[config.mk]
export PLATFORM = sky130hd
export DESIGN_NAME = neuron_mac
export DESIGN_NICKNAME = d
export VERILOG_FILES = /design/src/rtl/neuron_mac.sv
export SDC_FILE = /design/constraint.sdc
export NUM_CORES = 1
export LEC_CHECK = 0
export CAP_MARGIN = 20
export CORE_UTILIZATION = 65
export DETAILED_ROUTE_END_ITERATION = 10
export MAX_ROUTING_LAYER = met4
export PLACE_DENSITY_LB_ADDON = 0.25
export SYNTH_ARGS = -nofsm -noshare
export SYNTH_HDL_FRONTEND = slang
export SYNTH_SLANG_ARGS = --single-unit
export TNS_END_PERCENT = 50
[constraint.sdc]
create_clock -name clk -period 11.2 [get_ports clk]
set_clock_uncertainty 0.2 [all_clocks]
set_input_delay 3.36 -clock clk [delete_from_list [all_inputs] [get_ports clk]]
set_output_delay 3.36 -clock clk [all_outputs]
set_load 0.03 [all_outputs]
[src/rtl/neuron_mac.sv]
// neuron_mac: per-neuron multiply-accumulate stage fed by weight_memory.
//
// Each valid input activation issues a weight read at a wrapping address,
// is multiplied by the returned weight one cycle later, and the products are
// accumulated with saturation. After numWeight products the bias is added and
// a saturated dataWidth neuron sum is emitted as a one-cycle pulse.
//
// Ports:
//   clk        in   clock, all state on rising edge
//   rst_n      in   asynchronous active-low reset
//   in_valid   in   in_data valid this cycle
//   in_data    in   signed input activation (Q(dataWidth-fracBits).fracBits)
//   bias       in   signed bias, stable for the duration of a vector
//   wmem_ren   out  weight read enable (combinational copy of in_valid)
//   wmem_radd  out  weight read address (registered read counter)
//   wmem_rdata in   weight returned one cycle after wmem_ren
//   out_valid  out  one-cycle pulse, neuron sum valid
//   out_data   out  signed saturated neuron sum, held until next pulse
module neuron_mac #(
  parameter int unsigned numWeight    = 3,
  parameter int unsigned addressWidth = 10,
  parameter int unsigned dataWidth    = 16,
  parameter int unsigned fracBits     = 8
) (
  input  logic                    clk,
  input  logic                    rst_n,
  input  logic                    in_valid,
  input  logic [dataWidth-1:0]    in_data,
  input  logic [dataWidth-1:0]    bias,
  output logic                    wmem_ren,
  output logic [addressWidth-1:0] wmem_radd,
  input  logic [dataWidth-1:0]    wmem_rdata,
  output logic                    out_valid,
  output logic [dataWidth-1:0]    out_data
);

  localparam int unsigned AccW = 2 * dataWidth;
  localparam int unsigned CntW = $clog2(numWeight + 1);

  localparam logic [AccW-1:0]      AccMax = {1'b0, {(AccW - 1){1'b1}}};
  localparam logic [AccW-1:0]      AccMin = {1'b1, {(AccW - 1){1'b0}}};
  localparam logic [dataWidth-1:0] OutMax = {1'b0, {(dataWidth - 1){1'b1}}};
  localparam logic [dataWidth-1:0] OutMin = {1'b1, {(dataWidth - 1){1'b0}}};

  logic [addressWidth-1:0] rd_cnt_q, rd_cnt_d;
  logic [dataWidth-1:0]    x_q;
  logic                    v1_q, v2_q;
  logic [AccW-1:0]         prod_q, acc_q, acc_d;
  logic [CntW-1:0]         acc_cnt_q, acc_cnt_d;
  logic                    fin_q, fin_d;
  logic                    out_valid_q, out_valid_d;
  logic [dataWidth-1:0]    out_data_q, out_data_d;

  logic signed [AccW-1:0]  prod_mul;
  logic [AccW-1:0]         bias_sh;
  logic signed [AccW-1:0]  sum_sat;
  logic signed [AccW-1:0]  sum_shift;
  logic [dataWidth-1:0]    out_sat;

  // Two's-complement add that clamps when both operands share a sign the
  // result does not.
  function automatic logic [AccW-1:0] sat_add(input logic [AccW-1:0] a,
                                              input logic [AccW-1:0] b);
    logic [AccW-1:0] s;
    s = a + b;
    if ((a[AccW-1] == b[AccW-1]) && (s[AccW-1] != a[AccW-1])) begin
      s = a[AccW-1] ? AccMin : AccMax;
    end
    return s;
  endfunction

  assign wmem_ren  = in_valid;
  assign wmem_radd = rd_cnt_q;
  assign out_valid = out_valid_q;
  assign out_data  = out_data_q;

  always_comb begin
    rd_cnt_d = rd_cnt_q;
    if (in_valid) begin
      rd_cnt_d = (rd_cnt_q == addressWidth'(numWeight - 1)) ? '0
                                                             : rd_cnt_q + addressWidth'(1);
    end
  end

  // Full-width signed product: 2*fracBits fractional bits.
  always_comb begin
    prod_mul = $signed(x_q) * $signed(wmem_rdata);
  end

  // Bias aligned to the accumulator's 2*fracBits binary point.
  always_comb begin
    bias_sh   = {{(AccW - dataWidth){bias[dataWidth-1]}}, bias} << fracBits;
    sum_sat   = sat_add(acc_q, bias_sh);
    sum_shift = sum_sat >>> fracBits;
    // Fits in dataWidth only if all bits from the output sign bit up agree.
    if ((&sum_shift[AccW-1:dataWidth-1]) || !(|sum_shift[AccW-1:dataWidth-1])) begin
      out_sat = sum_shift[dataWidth-1:0];
    end else begin
      out_sat = sum_shift[AccW-1] ? OutMin : OutMax;
    end
  end

  always_comb begin
    acc_d       = acc_q;
    acc_cnt_d   = acc_cnt_q;
    fin_d       = fin_q;
    out_valid_d = 1'b0;
    out_data_d  = out_data_q;
    if (fin_q) begin
      out_valid_d = 1'b1;
      out_data_d  = out_sat;
      // A product arriving on the finishing edge starts the next vector.
      if (v2_q) begin
        acc_d     = prod_q;
        acc_cnt_d = CntW'(1);
      end else begin
        acc_d     = '0;
        acc_cnt_d = '0;
      end
      fin_d = v2_q && (numWeight == 32'd1);
    end else if (v2_q) begin
      acc_d     = sat_add(acc_q, prod_q);
      acc_cnt_d = acc_cnt_q + CntW'(1);
      fin_d     = (acc_cnt_d == CntW'(numWeight));
    end
  end

  always_ff @(posedge clk or negedge rst_n) begin
    if (!rst_n) begin
      rd_cnt_q    <= '0;
      x_q         <= '0;
      v1_q        <= 1'b0;
      prod_q      <= '0;
      v2_q        <= 1'b0;
      acc_q       <= '0;
      acc_cnt_q   <= '0;
      fin_q       <= 1'b0;
      out_valid_q <= 1'b0;
      out_data_q  <= '0;
    end else begin
      rd_cnt_q    <= rd_cnt_d;
      v1_q        <= in_valid;
      if (in_valid) begin
        x_q <= in_data;
      end
      v2_q        <= v1_q;
      // Read data is only meaningful the cycle after a read was issued.
      if (v1_q) begin
        prod_q <= prod_mul;
      end
      acc_q       <= acc_d;
      acc_cnt_q   <= acc_cnt_d;
      fin_q       <= fin_d;
      out_valid_q <= out_valid_d;
      out_data_q  <= out_data_d;
    end
  end

endmodule

==> parameters.txt <==
Parameter                              Value

Timing
  Aggregate negative setup slack ... 0 ps
  Final count of negative-setup-slack endpoints ... 0
  Final Slew Violations ... 0
  Fmax ... 95.75 MHz
  Setup repair after global routing missed its margin ... false
  Final count of hold timing violations ... 0
  Pin slew with the least headroom to its limit ... 980.7 ps
  Final worst path period need ... 10440 ps
  Hold Slack ... 304.1 ps
  Share of the clock period used by the worst path after layout ... 0.9325
  Worst max-slew margin expressed relative to the limit ... 0.3462

Worst setup path
  Ordered list of cells on the worst path ... clkdlybuf4s50_1 -> nand2_1 -> inv_1 -> fa_1 -> fa_1 -> fa_1 -> fa_1 -> fa_1 -> inv_1 -> fa_1 -> inv_1 -> ha_1 -> a21o_1 -> a21o_1 -> a21o_1 -> a2111o_1 -> a31oi_1 -> nor3b_1 -> o21a_1 -> o21a_1 -> or4_1 -> nand3_1
  Data arrival time at the worst-slack endpoint ... 10550 ps
  Cells on worst reg2reg path ... 21
  Worst Path Required ... 11300 ps
  CP Buf/Inv Count ... 4
  Maximum fanout encountered on the critical timing path ... 16
  Critical path's most frequent cell ... fa_1
  Critical Setup Path Class ... input port to flop
  Startpoint type of the worst setup path ... input port
  Endpoint of the worst register-to-register path ... prod_q[31]$_DFFE_PN0P_
  Cell count along the critical path ... 22
  Biggest cell delay along the critical path ... 850 ps
  Setup crit end kind ... flop
  Source of the worst register-to-register timing path ... x_q[15]$_DFFE_PN0P_
  Setup slack, reg-to-reg ... 3840 ps
  Top cell family by delay on the critical path ... adder cells
  CP max stage cell ... clkdlybuf4s50_1

CTS
  Setup fix buffers added after clock tree synthesis ... 0
  Total CTS buffers ... 9
  TritonCTS Sinks ... 112
  Buffer levels on the longest clock path ... 2
  Source-to-sink clock delay at the later pin of the worst-skew pair ... 370 ps
  Hold-fix buffer count after cts ... 0
  Clock transition at the registers of the reported paths ... 80 ps
  Post-cts sizing count ... 0
  CTS tree ... done
  Max H-tree Level ... 3
  Cell chosen for the clock root ... clkbuf_16

Cells and area
  Number of filler cells placed in the layout ... 1988
  Core Util, Final ... 0.7159
  Antenna diodes ... 0
  Most frequent cells in the layout ... inv_1 (331), fa_1 (265), nand2_1 (182)
  Most common cell after layout, fill and taps aside ... inv_1
  Layout cell share with drive strength beyond 1 ... 0.04982
  P&R area growth vs syn ... 7.146%
  Storage cell area ... 2804 um^2
  Area taken by multi-input logic gates ... 13140 um^2
  Number of nets in the final layout ... 2397

Floorplanning
  Die outline height ... 166.1 um
  Starting Density ... 0.6681
  Site Rows ... 59
  Die X ... 166.1 um
  Area of the die ... 27600 um^2
  Placeable Area ... 26210 um^2
  IO Count ... 79

Routing
  Count of vias placed by the detailed router ... 13653
  Total iterations of the first detailed-routing run ... 8
  Final ANT Viol Nets ... 0
  Detailed Route WL ... 40.16 mm
  Initial detailed-routing violation count ... 1093
  Vias per inst ... 5.983
  WL/cell ... 17.60 um
  DRC violations left ... 5

Synth
  Library cell occupying the most area in the post-synthesis netlist ... fa_1
  Synthesized netlist net count ... 2371
  Number of warnings reported in the yosys synthesis log ... 0
  Commonest register cell after synthesis ... dfrtp_1
  Fraction of the yosys area taken by sequential cells ... 0.1601
  Share of flip-flops with an asynchronous set or reset after synthesis ... 1.000
  Fraction of post-synthesis cell area in the top cell type by area ... 0.3030
  EDFF count, synth ... 0
  Post-synth design cell area ... 17510 um^2
  Average instance area after synthesis ... 9.138 um^2
  Leading cell types by total area after synthesis ... fa_1 (30%), dfrtp_1 (16%), ha_1 (9.9%)
  Count of different cell masters after synthesis ... 76
  Flip-flop and latch count after synthesis ... 112
  Synthesized netlist cell count ... 1916

Place
  Placed wire-length estimate ... 31.29 mm
  Routability congestion estimate ... 0.9161
  Count of input and output buffers ... 78

Worst hold path
  HP Start ... acc_q[3]$_DFFE_PN0P_
  Hold-critical path endpoint ... acc_q[3]$_DFFE_PN0P_
  Count of cells along the worst hold path ... 2
  Kind of path behind the tightest hold check ... flop to flop

Outcome
  Run status ... finished with violations
  Failing checks ... DRC

Global route
  First-pass GRT wire length ... 69.11 mm
  Overall Global Routing Usage ... 0.3217
  GRT overflow ... 0
  Maximum number of pins on one net before global-route repair ... 67
  Initial antenna violation count ... 0
  Number of global-route vias before repair ... 14432

Job
  Reported max-cap violation count ... 0
[per-stage QoR]
| step | instance area [um^2] | cells | worst slack (ps) |
|---|---|---|---|
| finish | 18760 | 2282 | 756.0 |
| global route | 18760 | 2282 | 500.0 |
| CTS | 18760 | 2282 | 767.8 |
| detailed placement | 18460 | 2266 | 436.9 |
| global placement | 18460 | 2266 | 715.9 |
| floorplan | 17510 | 1916 | 1503 |
[layer usage]
layer / global-route usage / part of all wire / routed length [um] / vias to the layer above
li1: - / - / - / 6249
met1: 0.3959 / 0.40 / 16150 / 6867
met2: 0.5621 / 0.52 / 20770 / 463
met3: 0.03813 / 0.061 / 2436 / 74
met4: 0.08574 / 0.020 / 800 / 0
met5: - / 0 / 0 / -
[cell type report]
class                           count  share of cell area
Clock buffer                        9             0.01200
Clock inverter                      7            0.003868
Inverter                          333             0.06663
Multi-Input combinational cell   1399              0.7006
Sequential cell                   112              0.1495
Tap cell                          335             0.02234
Timing Repair Buffer               87             0.04508
[synthesized netlist by cell type, types with 37 or more instances]
master    number
mux2_2        37
ha_1         139
fa_1         265
clkbuf_1      59
o21ai_0       83
dfrtp_1      112
inv_1        331
a21o_1        47
xnor2_1       54
nor2_1        86
and2_1       122
nand2_1      182
a21oi_1      112
[cells by family after synthesis]
kind of cell,after synthesis,synth area share
and+or+nand+nor,494,0.1385
buffers and inverters,405,0.08968
adders and majority gates,404,0.4023
AOI/OAI and AO/OA,385,0.1460
DFF,112,0.1601
xor gates and xnor gates,77,0.03852
muxes,39,0.02494
[worst reg2reg max path: stages, from the launching register on]
cell and delay, ps:
dfrtp_1 760, nand2_1 210, inv_1 140, fa_1 570, fa_1 750, fa_1 500
fa_1 510, fa_1 490, inv_1 50, fa_1 470, inv_1 40, ha_1 350
a21o_1 190, a21o_1 170, a21o_1 180, a2111o_1 380, a31oi_1 250, nor3b_1 120
o21a_1 200, o21a_1 200, or4_1 520, nand3_1 80
[registers in the layout, indices dropped and copies added (netlist names)]
| name | count |
|---|---|
| acc_q | 32 |
| prod_q | 32 |
| out_data | 16 |
| x_q | 16 |
| wmem_radd | 10 |
| acc_cnt_q | 2 |
| fin_q | 1 |
| out_valid | 1 |
| v1_q | 1 |
| v2_q | 1 |
[worst max path at each step]
stage | startpoint | endpoint
after floorplan | wmem_rdata[1] | prod_q[31]$_DFFE_PN0P_
after global placement | wmem_rdata[2] | prod_q[31]$_DFFE_PN0P_
after detailed placement | wmem_rdata[2] | prod_q[31]$_DFFE_PN0P_
after CTS | wmem_rdata[2] | prod_q[31]$_DFFE_PN0P_
after global routing | wmem_rdata[2] | prod_q[31]$_DFFE_PN0P_
final | wmem_rdata[2] | prod_q[31]$_DFFE_PN0P_
Power is left out: the tool's default activity adds up to more than one toggle a clock period on the data nets, which glitch-free logic cannot reach.
